**src/rtl/hilo_pkg.sv**
```systemverilog
`default_nettype none
// ============================================================================
// Module  : hilo_pkg
// Brief   : Shared op codes, FSM states and default width for the HI/LO unit.
// Revision: 1.0 - initial release
// ============================================================================
package hilo_pkg;

    localparam int c_HILO_WIDTH = 32;

    typedef enum logic [2:0] {
        HILO_MULTU = 3'b000,
        HILO_MULT  = 3'b001,
        HILO_DIVU  = 3'b010,
        HILO_DIV   = 3'b011,
        HILO_MTHI  = 3'b100,
        HILO_MTLO  = 3'b101
    } hilo_op_e;

    typedef enum logic [1:0] {
        ST_IDLE = 2'd0,
        ST_RUN  = 2'd1,
        ST_FIN  = 2'd2
    } hilo_state_e;

    function automatic logic op_is_mul(input logic [2:0] op);
        return (op[2:1] == 2'b00);
    endfunction

endpackage
`default_nettype wire

```
**src/rtl/hilo_div_iter.sv**
```systemverilog
`default_nettype none
// ============================================================================
// Module  : hilo_div_iter
// Brief   : One restoring-division step: shift in a dividend bit, trial
//           subtract, keep or restore the remainder, emit one quotient bit.
// Revision: 1.0 - initial release
// ============================================================================
module hilo_div_iter
    import hilo_pkg::*;
#(
    parameter int WIDTH = c_HILO_WIDTH
) (
    input  logic [WIDTH-1:0] rem_in,
    input  logic [WIDTH-1:0] quo_in,
    input  logic [WIDTH-1:0] divisor,
    output logic [WIDTH-1:0] rem_out,
    output logic [WIDTH-1:0] quo_out
);

    logic [WIDTH:0] w_shift;
    logic [WIDTH:0] w_diff;

    always_comb begin
        w_shift = {rem_in, quo_in[WIDTH-1]};
        w_diff  = w_shift - {1'b0, divisor};
        // Remainder stays below the divisor, so the top bit of the trial
        // difference is a clean borrow flag.
        if (!w_diff[WIDTH]) begin
            rem_out = w_diff[WIDTH-1:0];
            quo_out = {quo_in[WIDTH-2:0], 1'b1};
        end else begin
            rem_out = w_shift[WIDTH-1:0];
            quo_out = {quo_in[WIDTH-2:0], 1'b0};
        end
    end

endmodule
`default_nettype wire

```
**src/rtl/hilo_muldiv.sv**
```systemverilog
`default_nettype none
// ============================================================================
// Module  : hilo_muldiv
// Brief   : Iterative MULT/MULTU/DIV/DIVU unit owning the HI/LO pair.
//           Divider present only when HILO_DIV_EN is defined.
// Revision: 1.0 - initial release
// ============================================================================
module hilo_muldiv
    import hilo_pkg::*;
#(
    parameter int WIDTH = c_HILO_WIDTH
) (
    input  logic             clk,
    input  logic             rst_n,
    input  logic             start,
    input  logic [2:0]       op,
    input  logic [WIDTH-1:0] a,
    input  logic [WIDTH-1:0] b,
    output logic             busy,
    output logic             done,
    output logic [WIDTH-1:0] hi,
    output logic [WIDTH-1:0] lo,
    output logic             div_by_zero
);

    localparam int c_CNT_W = ($clog2(WIDTH + 1) > 5) ? $clog2(WIDTH + 1) : 5;
    localparam logic [c_CNT_W-1:0] c_CNT_INIT = c_CNT_W'(WIDTH);
    localparam logic [c_CNT_W-1:0] c_CNT_ONE  = c_CNT_W'(1);

    hilo_state_e          r_state;
    logic [c_CNT_W-1:0]   r_cnt;
    logic [2*WIDTH-1:0]   r_acc;
    logic [WIDTH-1:0]     r_opnd;
    logic                 r_sign_a;
    logic                 r_sign_b;
    logic                 r_busy;
    logic                 r_done;
    logic [WIDTH-1:0]     r_hi;
    logic [WIDTH-1:0]     r_lo;

    logic                 w_op_mul;
    logic                 w_op_run;
    logic                 w_sgn_op;
    logic                 w_sa;
    logic                 w_sb;
    logic [WIDTH-1:0]     w_abs_a;
    logic [WIDTH-1:0]     w_abs_b;
    logic [WIDTH:0]       w_mul_sum;
    logic [2*WIDTH-1:0]   w_mul_next;
    logic [2*WIDTH-1:0]   w_step_next;
    logic [2*WIDTH-1:0]   w_prod_fix;

    assign w_op_mul = op_is_mul(op);
    assign w_sgn_op = ~op[2] & op[0];
    assign w_sa     = w_sgn_op & a[WIDTH-1];
    assign w_sb     = w_sgn_op & b[WIDTH-1];
    assign w_abs_a  = w_sa ? -a : a;
    assign w_abs_b  = w_sb ? -b : b;

    // Shift-add: the multiplier sits in the low half and drains one bit per cycle.
    assign w_mul_sum  = {1'b0, r_acc[2*WIDTH-1:WIDTH]}
                      + (r_acc[0] ? {1'b0, r_opnd} : {(WIDTH+1){1'b0}});
    assign w_mul_next = {w_mul_sum, r_acc[WIDTH-1:1]};
    assign w_prod_fix = (r_sign_a ^ r_sign_b) ? -r_acc : r_acc;

`ifdef HILO_DIV_EN
    logic             r_is_div;
    logic             r_div0;
    logic             r_dbz;
    logic [WIDTH-1:0] r_a_raw;
    logic             w_op_div;
    logic [WIDTH-1:0] w_div_rem;
    logic [WIDTH-1:0] w_div_quo;
    logic [WIDTH-1:0] w_quo_fix;
    logic [WIDTH-1:0] w_rem_fix;

    assign w_op_div = (op[2:1] == 2'b01);
    assign w_op_run = w_op_mul | w_op_div;

    hilo_div_iter #(.WIDTH(WIDTH)) u_div_iter (
        .rem_in  (r_acc[2*WIDTH-1:WIDTH]),
        .quo_in  (r_acc[WIDTH-1:0]),
        .divisor (r_opnd),
        .rem_out (w_div_rem),
        .quo_out (w_div_quo)
    );

    assign w_step_next = r_is_div ? {w_div_rem, w_div_quo} : w_mul_next;
    assign w_quo_fix   = (r_sign_a ^ r_sign_b) ? -r_acc[WIDTH-1:0] : r_acc[WIDTH-1:0];
    assign w_rem_fix   = r_sign_a ? -r_acc[2*WIDTH-1:WIDTH] : r_acc[2*WIDTH-1:WIDTH];
    assign div_by_zero = r_dbz;
`else
    assign w_op_run    = w_op_mul;
    assign w_step_next = w_mul_next;
    assign div_by_zero = 1'b0;
`endif

    always_ff @(posedge clk or negedge rst_n) begin
        if (!rst_n) begin
            r_state  <= ST_IDLE;
            r_cnt    <= '0;
            r_acc    <= '0;
            r_opnd   <= '0;
            r_sign_a <= 1'b0;
            r_sign_b <= 1'b0;
            r_busy   <= 1'b0;
            r_done   <= 1'b0;
            r_hi     <= '0;
            r_lo     <= '0;
`ifdef HILO_DIV_EN
            r_is_div <= 1'b0;
            r_div0   <= 1'b0;
            r_dbz    <= 1'b0;
            r_a_raw  <= '0;
`endif
        end else begin
            r_done <= 1'b0;
            case (r_state)
                ST_IDLE: begin
                    if (start && w_op_run) begin
                        r_state  <= ST_RUN;
                        r_busy   <= 1'b1;
                        r_cnt    <= c_CNT_INIT;
                        r_sign_a <= w_sa;
                        r_sign_b <= w_sb;
                        if (w_op_mul) begin
                            r_acc  <= {{WIDTH{1'b0}}, w_abs_b};
                            r_opnd <= w_abs_a;
                        end else begin
                            r_acc  <= {{WIDTH{1'b0}}, w_abs_a};
                            r_opnd <= w_abs_b;
                        end
`ifdef HILO_DIV_EN
                        r_is_div <= w_op_div;
                        r_div0   <= (b == '0);
                        r_a_raw  <= a;
                        r_dbz    <= 1'b0;
`endif
                    end else if (start && (op == HILO_MTHI)) begin
                        r_hi <= a;
                    end else if (start && (op == HILO_MTLO)) begin
                        r_lo <= a;
                    end
                end
                ST_RUN: begin
                    r_acc <= w_step_next;
                    r_cnt <= r_cnt - c_CNT_ONE;
                    if (r_cnt == c_CNT_ONE) begin
                        r_state <= ST_FIN;
                    end
                end
                ST_FIN: begin
                    r_state <= ST_IDLE;
                    r_busy  <= 1'b0;
                    r_done  <= 1'b1;
`ifdef HILO_DIV_EN
                    if (r_is_div) begin
                        r_dbz <= r_div0;
                        r_hi  <= r_div0 ? r_a_raw : w_rem_fix;
                        r_lo  <= r_div0 ? {WIDTH{1'b1}} : w_quo_fix;
                    end else begin
                        {r_hi, r_lo} <= w_prod_fix;
                    end
`else
                    {r_hi, r_lo} <= w_prod_fix;
`endif
                end
                default: r_state <= ST_IDLE;
            endcase
        end
    end

    assign busy = r_busy;
    assign done = r_done;
    assign hi   = r_hi;
    assign lo   = r_lo;

endmodule
`default_nettype wire

```
**config.mk**
```make
export PLATFORM = sky130hd
export DESIGN_NAME = hilo_muldiv
export DESIGN_NICKNAME = d
export VERILOG_FILES = /design/src/rtl/hilo_pkg.sv /design/src/rtl/hilo_div_iter.sv /design/src/rtl/hilo_muldiv.sv
export SDC_FILE = /design/constraint.sdc
export NUM_CORES = 1
export LEC_CHECK = 0
export CAP_MARGIN = 20
export CORE_MARGIN = 4
export CORE_UTILIZATION = 50
export DETAILED_ROUTE_END_ITERATION = 10
export GPL_ROUTABILITY_DRIVEN = 0
export GPL_TIMING_DRIVEN = 0
export PLACE_DENSITY = 0.7
export SETUP_SLACK_MARGIN = 0.02
export SYNTH_ARGS = -nofsm -noshare
export SYNTH_HDL_FRONTEND = slang
export SYNTH_HIERARCHICAL = 1
export SYNTH_SLANG_ARGS = --single-unit
export TNS_END_PERCENT = 50
```
**constraint.sdc**
```tcl
create_clock -name clk -period 5.85 [get_ports clk]
set_input_delay 0.8775 -clock clk [delete_from_list [all_inputs] [get_ports clk]]
set_output_delay 0.8775 -clock clk [all_outputs]
set_load 0.02 [all_outputs]
```
==> metrics.txt <==
status=completed; commonest cells after routing, fill and taps aside=172 x dfrtp_1, 164 x o21ai_0, 134 x clkdlybuf4s50_1; via count=12.4k; pin count of the biggest net entering global routing=121; DRT Pass-1 Iters=7; Setup Skew=0.0138 ns; CP max-delay cell=a2111oi_0; DR iter-0 viols=1877; register area=4300 sq um; Tot Pwr=2500 uW; syn avg cell area=8.31 sq um; CTS root buf=clkbuf_16; max_slew headroom=26.0%; Power per Cell Area=177 nW/um^2; IR drop worst, VDD=0.157 mV; commonest non-fill, non-tap cell in the layout=dfrtp_1; gr usage total=32.8%; Cell variety after synth=74; R2R Path Start=r_acc[0]; Setup Fix Bufs, Post-CTS=0; area taken by multi-input logic gates=7050 sq um; total wire length=43700 um; CTS tree=done; endpoint type of the worst setup path=flip-flop; Die X=162 um; first-pass GRT wire length=66400 um; layout cells sized above 1=3.34%; Post-CTS Hold Fix Bufs=0; kind of critical path=flip-flop to flip-flop; Hold Vio Cnt, Final=0; Vias/cell=6.51; Clk pin slew, worst setup/hold paths=0.08 ns; Clock Path Buffers=2; Worst-Skew Late Latency=0.44 ns; worst-path maximum fanout=10; DIE HEIGHT=162 um; Cell Area, Synth=11800 sq um; Required @ worst endpoint=6.20 ns; EDFF count, synth=0; initial antenna violation count=0; setup_tns=0 ns; Main synth FF type=dfrtp_1; Slowest Stage Delay on Critical Path=0.79 ns; fin crit period=4.52 ns; setup violators final=0; RSZ-0062 raised after global routing=false; Placement Cell Area=13600 sq um; CP arrival=4.87 ns; clk sink count=172; Die ar.=26100 sq um; P_leak=0.00580 uW; antenna diode instance count=0; Mapped Cells=1418; Worst Setup Start Kind=flip-flop; DRC Markers=0; GRT overflow=0; Seq/Total Area, Yosys=36.5%; ys async rst share=100%; max-slew violations=0; I/O Buffers=135; Layout Area Growth over Synthesis=19.7%; max_cap viols=0; Filler Cells Inserted=2051; Final period util=77.3%; fmax=221 MHz; HPWL after detailed placement=33200 um; io pins=137; Mapped Nets=1526; crit path from=r_acc[0]; Min-Delay Path Class=input port to async pin; Post-DRT Antenna Nets=0; Starting Density=51.4%; Synth Register Bits=172; vias in the first global route=11.4k; design area=14100 sq um; Cell Count Post-Placement=1867; Yosys warning total=6; fin nets=1681; final cell count without fillers=1899; Core ar.=22900 sq um; Core Rows=55; crit-path cells=clkbuf_1, clkbuf_1, and2_1, ha_1, inv_1, fa_1, nor2b_1, o2111ai_1, a21oi_1, o31ai_1, a2111oi_0, nor2_1, o31ai_1; CTS buffer count=17; H-tree depth=4; post-DR wirelength/cell=23.0 um; Worst Max-Slew Pin Slew=1.10 ns; cts repair resizes=0
-- kinds of logic after synthesis --
logic type,share of synthesized area [%]
AO/OA/AOI/OAI,24.8
XOR/XNOR,8.47
adder cells (fa/ha/maj),4.10
buffers and inverters,3.67
flip-flops,36.5
multiplexers,1.53
other,0.0318
AND/OR/NAND/NOR,20.9
-- registers in the layout (all words and copies together) (netlist names) --
signal,count
r_acc,64
r_cnt,6
hi,32
r_sign_b,1
r_sign_a,1
lo,32
r_opnd,32
busy,1
done,1
r_state,2
-- area by class of cell --
cell class              instances  area share, %
flip-flops and latches        172           30.5
clock inverters                13          0.754
multi-input cells            1135           50.0
well taps                     313           2.78
clock buffers                  19           3.14
inverters                      21          0.559
repair buffers                136           9.81
plain buffers                  90           2.51
-- per-stage QoR --
step / hold WS [ns] / setup slack [ns] / utilization, %
after global routing: 0.378 / 1.13 / 61.6
after global placement: 0.456 / -3.43 / 59.0
after floorplan: 0.439 / 2.34 / -
after CTS: 0.364 / 1.48 / 61.6
after detailed placement: 0.463 / 1.46 / 59.2
final: 0.353 / 1.33 / 61.6
-- power breakdown --
group	switching, uW	internal, uW
Sequential	2.64	1190
Clock	540	565
Combinational	115	81.3
Total	658	1840
-- metal layers --
| metal | wire (um) | part of all wire, % | up-vias | GRT usage (%) |
|---|---|---|---|---|
| met1 | 18300 | 42 | 5911 | 47.4 |
| met4 | 1800 | 4.1 | 0 | 12.2 |
| met2 | 18500 | 42 | 792 | 48.4 |
| met5 | 0 | 0 | - | 0 |
| li1 | - | - | 5534 | - |
| met3 | 5010 | 11 | 124 | 7.37 |
-- worst max-delay path: cells and delay by family, from the launching register on --
| family | cells | cell delay, ns |
|---|---|---|
| DFF | 1 | 0.33 |
| adders and majority gates | 2 | 0.64 |
| and+or+nand+nor | 3 | 0.56 |
| AOI/OAI and AO/OA | 5 | 1.76 |
| buffers and inverters | 3 | 1.13 |
-- final timing paths --
kind / cells after the start / slack (ns) / end
min reg2reg: 2 / 0.48 / r_opnd[0]
max in group asynchronous: 2 / 4.52 / r_acc[26]
max reg2reg: 13 / 1.33 / r_acc[63]
max: 13 / 1.33 / r_acc[63]
min: 1 / 0.35 / r_opnd[10]
min in group clk: 2 / 0.48 / r_opnd[0]
-- synth_stat cells (5+ instances only) --
| library cell | number | area [sq um] |
|---|---|---|
| and3_1 | 15 | 93.8 |
| nor4_1 | 19 | 119 |
| clkbuf_1 | 78 | 293 |
| nand2b_1 | 11 | 68.8 |
| xnor2_1 | 55 | 482 |
| ha_1 | 37 | 463 |
| a21oi_1 | 99 | 495 |
| mux2i_1 | 18 | 180 |
| and2_1 | 39 | 244 |
| inv_1 | 20 | 75.1 |
| nand2_1 | 132 | 495 |
| a31oi_1 | 19 | 119 |
| nor2_1 | 112 | 420 |
| dfrtp_1 | 172 | 4300 |
| a221oi_1 | 5 | 43.8 |
| a21o_1 | 16 | 120 |
| xor2_1 | 59 | 517 |
| or3_1 | 21 | 131 |
| or4_1 | 14 | 105 |
| nand4_1 | 10 | 62.6 |
| a22oi_1 | 29 | 218 |
| buf_1 | 8 | 30.0 |
| o31ai_1 | 28 | 210 |
| o211ai_1 | 6 | 45.0 |
| a222oi_1 | 9 | 90.1 |
| o22ai_1 | 14 | 87.6 |
| a211oi_1 | 14 | 105 |
| nor2b_1 | 6 | 37.5 |
| o21ai_0 | 164 | 821 |
| nand3_1 | 57 | 285 |
| o41ai_1 | 11 | 96.3 |
| o21a_1 | 9 | 67.6 |
| nor3_1 | 34 | 170 |
Note: power is estimated with default switching activity, not from simulation.
